$ cat src/rtl/fxp_pkg.sv
// Shared fixed-point definitions: default Q16.16 widths plus conversion and clamp helpers.
// Saturation is controlled by the FXP_SATURATE_EN macro in fxp_saturate.
package fxp_pkg;

  localparam int DEF_WHOLE_W = 16;
  localparam int DEF_FRAC_W  = 16;
  localparam int DEF_W       = DEF_WHOLE_W + DEF_FRAC_W;

  function automatic logic signed [DEF_W-1:0] to_fxp(input int whole);
    to_fxp = DEF_W'(whole) <<< DEF_FRAC_W;
  endfunction

  // Integer part, floored.
  function automatic int from_fxp(input logic signed [DEF_W-1:0] value);
    from_fxp = int'(value >>> DEF_FRAC_W);
  endfunction

  // Clamp a wide signed value into the representable range of a w-bit signed word.
  function automatic logic signed [63:0] sat_narrow(input logic signed [63:0] value, input int w);
    logic signed [63:0] maxV;
    logic signed [63:0] minV;
    maxV = (64'sd1 <<< (w - 1)) - 64'sd1;
    minV = -(64'sd1 <<< (w - 1));
    if (value > maxV)      sat_narrow = maxV;
    else if (value < minV) sat_narrow = minV;
    else                   sat_narrow = value;
  endfunction

endpackage

$ cat src/rtl/fxp_arith_unit_if.sv
// Operand/result bundle of fxp_arith_unit; the master side drives operands and the enable.
interface fxp_arith_unit_if #(parameter int W = 32);

  logic                calculate_en;
  logic signed [W-1:0] valueOne;
  logic signed [W-1:0] valueTwo;
  logic signed [W-1:0] addend;
  logic signed [W-1:0] difference;
  logic signed [W-1:0] product;

  modport master (
    output calculate_en, valueOne, valueTwo,
    input  addend, difference, product
  );

  modport slave (
    input  calculate_en, valueOne, valueTwo,
    output addend, difference, product
  );

endinterface

$ cat src/rtl/fxp_saturate.sv
// Narrows a signed IN_W value to OUT_W bits: clamps with FXP_SATURATE_EN defined, wraps otherwise.
module fxp_saturate #(
  parameter int IN_W  = 33,
  parameter int OUT_W = 32
) (
  input  logic signed [IN_W-1:0]  din,
  output logic signed [OUT_W-1:0] dout
);

`ifdef FXP_SATURATE_EN
  // Representable only when every bit from OUT_W-1 upward repeats the sign.
  function automatic logic signed [OUT_W-1:0] narrow(input logic signed [IN_W-1:0] v);
    if (v[IN_W-1:OUT_W-1] == {(IN_W-OUT_W+1){v[IN_W-1]}})
      narrow = v[OUT_W-1:0];
    else if (v[IN_W-1])
      narrow = {1'b1, {(OUT_W-1){1'b0}}};
    else
      narrow = {1'b0, {(OUT_W-1){1'b1}}};
  endfunction

  always_comb begin
    dout = '0;
    dout = narrow(din);
  end
`else
  logic unusedHi;

  assign unusedHi = ^din[IN_W-1:OUT_W];
  assign dout     = din[OUT_W-1:0];
`endif

endmodule

$ cat src/rtl/fxp_arith_unit.sv
// Registered signed Qm.n add/sub/mul with one-cycle latency and throughput of one per clock.
// Overflow behaviour selected by FXP_SATURATE_EN (clamp) or its absence (wrap).
module fxp_arith_unit
  import fxp_pkg::*;
#(
  parameter int wholeWidth    = DEF_WHOLE_W,
  parameter int fractionWidth = DEF_FRAC_W
) (
  input logic             clock,
  input logic             reset,
  fxp_arith_unit_if.slave bus
);

  localparam int W = wholeWidth + fractionWidth;

  logic signed [W-1:0]   aP0;
  logic signed [W-1:0]   bP0;
  logic signed [W:0]     sumP0;
  logic signed [W:0]     diffP0;
  logic signed [2*W-1:0] aExtP0;
  logic signed [2*W-1:0] bExtP0;
  logic signed [2*W-1:0] prodFullP0;
  logic signed [2*W-1:0] prodShiftP0;
  logic signed [W-1:0]   sumNarrowP0;
  logic signed [W-1:0]   diffNarrowP0;
  logic signed [W-1:0]   prodNarrowP0;

  logic signed [W-1:0]   addendP1;
  logic signed [W-1:0]   differenceP1;
  logic signed [W-1:0]   productP1;

  // Stage 0: combinational ops at widened precision, then narrowing
  assign aP0    = bus.valueOne;
  assign bP0    = bus.valueTwo;
  assign sumP0  = {aP0[W-1], aP0} + {bP0[W-1], bP0};
  assign diffP0 = {aP0[W-1], aP0} - {bP0[W-1], bP0};

  assign aExtP0      = aP0;
  assign bExtP0      = bP0;
  assign prodFullP0  = aExtP0 * bExtP0;
  assign prodShiftP0 = prodFullP0 >>> fractionWidth;

  fxp_saturate #(.IN_W(W + 1), .OUT_W(W)) uSatAdd (
    .din  (sumP0),
    .dout (sumNarrowP0)
  );

  fxp_saturate #(.IN_W(W + 1), .OUT_W(W)) uSatSub (
    .din  (diffP0),
    .dout (diffNarrowP0)
  );

  fxp_saturate #(.IN_W(2 * W), .OUT_W(W)) uSatMul (
    .din  (prodShiftP0),
    .dout (prodNarrowP0)
  );

  // Stage 1: output register bank
  always_ff @(posedge clock or posedge reset) begin
    if (reset) begin
      addendP1     <= '0;
      differenceP1 <= '0;
      productP1    <= '0;
    end else if (bus.calculate_en) begin
      addendP1     <= sumNarrowP0;
      differenceP1 <= diffNarrowP0;
      productP1    <= prodNarrowP0;
    end
  end

  assign bus.addend     = addendP1;
  assign bus.difference = differenceP1;
  assign bus.product    = productP1;

endmodule

$ cat src/flat_wrapper.sv
// flat-port wrapper written by rule: the top's interface ports become plain ports
module fxp_arith_unit_flat import fxp_pkg::*;
#(
  parameter int wholeWidth    = DEF_WHOLE_W,
  parameter int fractionWidth = DEF_FRAC_W
)
  (clock, reset, bus_calculate_en, bus_valueOne, bus_valueTwo, bus_addend, bus_difference, bus_product);
  fxp_arith_unit_if #(.W(32)) bus_i ();
  input logic clock;
  input logic reset;
  input wire logic [$bits(bus_i.calculate_en)-1:0] bus_calculate_en;
  input wire logic [$bits(bus_i.valueOne)-1:0] bus_valueOne;
  input wire logic [$bits(bus_i.valueTwo)-1:0] bus_valueTwo;
  output wire logic [$bits(bus_i.addend)-1:0] bus_addend;
  output wire logic [$bits(bus_i.difference)-1:0] bus_difference;
  output wire logic [$bits(bus_i.product)-1:0] bus_product;
  assign bus_i.calculate_en = bus_calculate_en;
  assign bus_i.valueOne = bus_valueOne;
  assign bus_i.valueTwo = bus_valueTwo;
  assign bus_addend = bus_i.addend;
  assign bus_difference = bus_i.difference;
  assign bus_product = bus_i.product;
  fxp_arith_unit #(.wholeWidth(wholeWidth), .fractionWidth(fractionWidth)) u_core (.clock(clock), .reset(reset), .bus(bus_i));
endmodule
$ cat config.mk
export PLATFORM = sky130hd
export DESIGN_NAME = fxp_arith_unit_flat
export DESIGN_NICKNAME = d
export VERILOG_FILES = /design/src/rtl/fxp_pkg.sv /design/src/rtl/fxp_arith_unit_if.sv /design/src/rtl/fxp_saturate.sv /design/src/rtl/fxp_arith_unit.sv /design/src/flat_wrapper.sv
export SDC_FILE = /design/constraint.sdc
export NUM_CORES = 2
export LEC_CHECK = 0
export BUFFER_PORTS_ARGS = -buffer_cell sky130_fd_sc_hd__buf_2
export CORE_UTILIZATION = 60
export CTS_BUF_LIST = sky130_fd_sc_hd__clkbuf_8
export DETAILED_ROUTE_END_ITERATION = 8
export PLACE_DENSITY_LB_ADDON = 0.05
export SETUP_SLACK_MARGIN = 0.02
export SYNTH_ARGS = -nofsm -noshare
export SYNTH_HDL_FRONTEND = slang
export SYNTH_SLANG_ARGS = --single-unit
$ cat constraint.sdc
create_clock -name clock -period 2.9 [get_ports clock]
set_input_delay 0.58 -clock clock [delete_from_list [all_inputs] [get_ports clock]]
set_output_delay 0.58 -clock clock [all_outputs]
set_load 0.01 [all_outputs]
==> qor.yml <==
cpPeakStageDelay_ns: 0.57
rsz0062_at_grt: "true"
cts_buffers: 9
track_usage_pct: 41.3
ant_nets: 0
yosys_warnings: 0
cts-root-buf: "clkbuf_8"
worstPathRequired_ns: 3.27
tightest_slew_ns: 0.779
cts_tree: "yes"
cts_sinks: 95
finalSetupViolCount: 40
cp.buffers_inverters: 9
first_global_vias: 32200
min_period_over_period_pct: 249
syn_nets: 4960
synth.area.mux_share_pct: 1.26
grt_first_pass_wirelength_um: 183000
status: "complete, but fails checks"
cpMostUsedCell: "fa_1"
synthArstFlopShare_pct: 100
port_buffers: 162
finalCriticalPeriod_ns: 7.23
drc_errors: 4
pin_count: 163
viasPerCell: 5.57
worst_setup_path_end_kind: "register"
initial_utilization_pct: 60.6
hold_buffers: 0
synthAdderAreaFrac_pct: 56.1
fin_ws_ns: -4.33
syn_to_final_growth_pct: 25.8
worstHoldPathType: "in -> async"
cap_violations: 0
synth-edff-count: 0
synth_seq_area_share_pct: 6.80
vias: 29100
synth.avg_cell_area_um2: 9.14
drtIter0Drc: 2029
final_nets: 5567
post_synth_num_cell_types: 75
wl_per_cell_um: 22.7
worstSetupPathType: "in -> reg"
grt_max_degree: 96
cp_max_fo: 6
slowest_stage: "fa_1"
synth_xor_xnor_area_share_pct: 2.78
synthSimpleGateAreaFrac_pct: 15.5
ys_dominant_reg_cell: "dfrtp_1"
place.gp.congestion: 0.967
maxSlewHeadroom_pct: 48.1
dp_hpwl_um: 97600
clk_latency_ns: 0.48
drt-total-wl_um: 118000
r2r-end: "u_core.bus.difference[23]"
dr.pass1.iters: 9
synth_compound_area_share_pct: 5.96
fmax_ghz: 0.138
reg2reg_setup_slack_ns: 1.75
fin_util_pct: 76.2
worstRegToRegCells: 2
slew_violations: 0
htree_levels: 3
synth_top_family_by_area: "adder cells"
numPlacedInstances: 5103
critPathTopFamily: "adder cells"
r2r-start: "u_core.bus.difference[23]"
antenna_found_initial: 7
final_layout_size_suffix_gt1_share_pct: 26.0
die_h_um: 243
fin_cells: 5211
grt-ovfl-total: 0
num_rows: 88
syn_area_um2: 35000
die_x_um: 243
synth_cells: 3828
arrival_ns: 7.60
core_um2: 57700
clockBufferDepth: 2
clk_pin_slew_ns: 0.12
dp_slack_ns: -5.24
startpoint_type: "input pin"
finalHoldViolations: 0
synth-seq-cells: 95
fp.dieArea_um2: 59300
clock_skew_ns: 0
finalSetupTns_ns: -129.84
failed_checks: "DRC, setup timing"
kinds of logic after synthesis:
logic type,count (synthesis)
AO/OA/AOI/OAI,310
XOR/XNOR,111
adder cells (fa/ha/maj),1065
buffers and inverters,1077
flip-flops,95
multiplexers,39
AND/OR/NAND/NOR,1131
metal layers:
layer / share of wire [%] / GRT usage, % / vias to the layer above
met3: 7.1 / 6.61 / 374
met2: 49 / 69.3 / 1246
met5: 0.011 / 0 / -
met4: 7.4 / 25.1 / 2
li1: - / - / 12500
met1: 36 / 50.1 / 14900
state kept, by name, indices dropped and copies added, names as in the netlist:
signal,flops
u_core.bus.product,32
u_core.bus.difference,31
u_core.bus.addend,32
cells in the mapped netlist (8+ instances only):
master    instances  area, um^2
a211oi_1         11        82.6
a21o_1           28         210
a21oi_1          96         480
a31oi_1          12        75.1
and2_1          354        2210
buf_1            10        37.5
clkbuf_1        191         717
dfrtp_1          95        2380
fa_1            840       16800
ha_1            225        2820
inv_1           869        3260
mux2_2           39         439
nand2_1         522        1960
nand2b_1         19         119
nand3_1          16        80.1
nand4_1           9        56.3
nor2_1          134         503
nor2b_1          19         119
nor3_1           24         120
o211ai_1          8        60.1
o21a_1           18         135
o21ai_0          53         265
o21bai_1          8        60.1
o31ai_1          10        75.1
xnor2_1          94         823
xor2_1           17         149
what timing repair did:
action | in CTS | in global routing
gates cloned | 7 | 0
endpoints found under the setup margin | 74 | 62
pin swaps | 180 | 100
endpoints found under the hold margin | 0 | 0
buffers inserted | 63 | 22
gates resized for setup | 338 | 109
how the worst max path moves through the flow:
| stage | from | endpoint | slack (ns) | cells past startpoint |
|---|---|---|---|---|
| 6_report | bus_valueOne[15] | u_core.bus.product[26] | -4.33 | 28 |
| 5_1_grt | bus_valueTwo[4] | u_core.bus.product[27] | -4.49 | 29 |
| 2_1_floorplan | bus_valueOne[31] | u_core.bus.product[30] | -4.25 | 26 |
| 3_5_place_dp | bus_valueOne[17] | u_core.bus.product[27] | -5.24 | 24 |
| 3_3_place_gp | bus_valueOne[11] | u_core.bus.product[27] | -5.04 | 25 |
| 4_1_cts | bus_valueOne[9] | u_core.bus.product[27] | -4.19 | 26 |
stage by stage:
stage / area, um^2 / hold WS, ns
6_report: 44000 / 0.256
5_1_grt: 44000 / 0.314
4_1_cts: 43400 / 0.260
3_5_place_dp: 41000 / 0.468
3_3_place_gp: 41000 / 0.463
2_1_floorplan: 36200 / 0.518
worst min-delay path, stage by stage:
cell        delay [ns]
buf_2             0.11
clkinvlp_4        0.07
buf_12            0.44
final cells by class:
type | count | area [um^2]
multi-input cells | 2656 | 30200
fillers | 4057 | 13700
repair buffers | 802 | 6940
inverters | 871 | 3300
flip-flops and latches | 95 | 2380
well taps | 765 | 957
clock buffers | 9 | 124
clock inverters | 7 | 96.3
diodes | 6 | 15.0
cells in the final DEF, fill, tap and decap left out, types with 8 or more instances in the layout:
cell type  instances
o21ai_0           31
buf_2            116
a21o_1            28
ha_1             184
nand3_1           12
ha_4              36
o21a_1            18
o21bai_1           8
a21oi_1           66
o21ai_1           11
buf_6             77
dfrtp_1           95
buf_4            536
fa_1             795
a31oi_1           10
nor2b_1           18
fa_2              45
inv_2             31
and2_1           331
inv_1            832
nor3_1            20
and2_4            23
o211ai_1           8
nand2_1          502
nor2_1           126
nand4_1            9
xnor2_1           89
o21ai_2           10
clkbuf_8           9
a21oi_2           27
nand2b_1          15
nand2_2           13
buf_12            49
mux2_4            16
buf_8             15
mux2_2            23
xor2_1            15
Power is left out: the tool's default activity adds up to more than one toggle a clock period on the data nets, which glitch-free logic cannot reach.
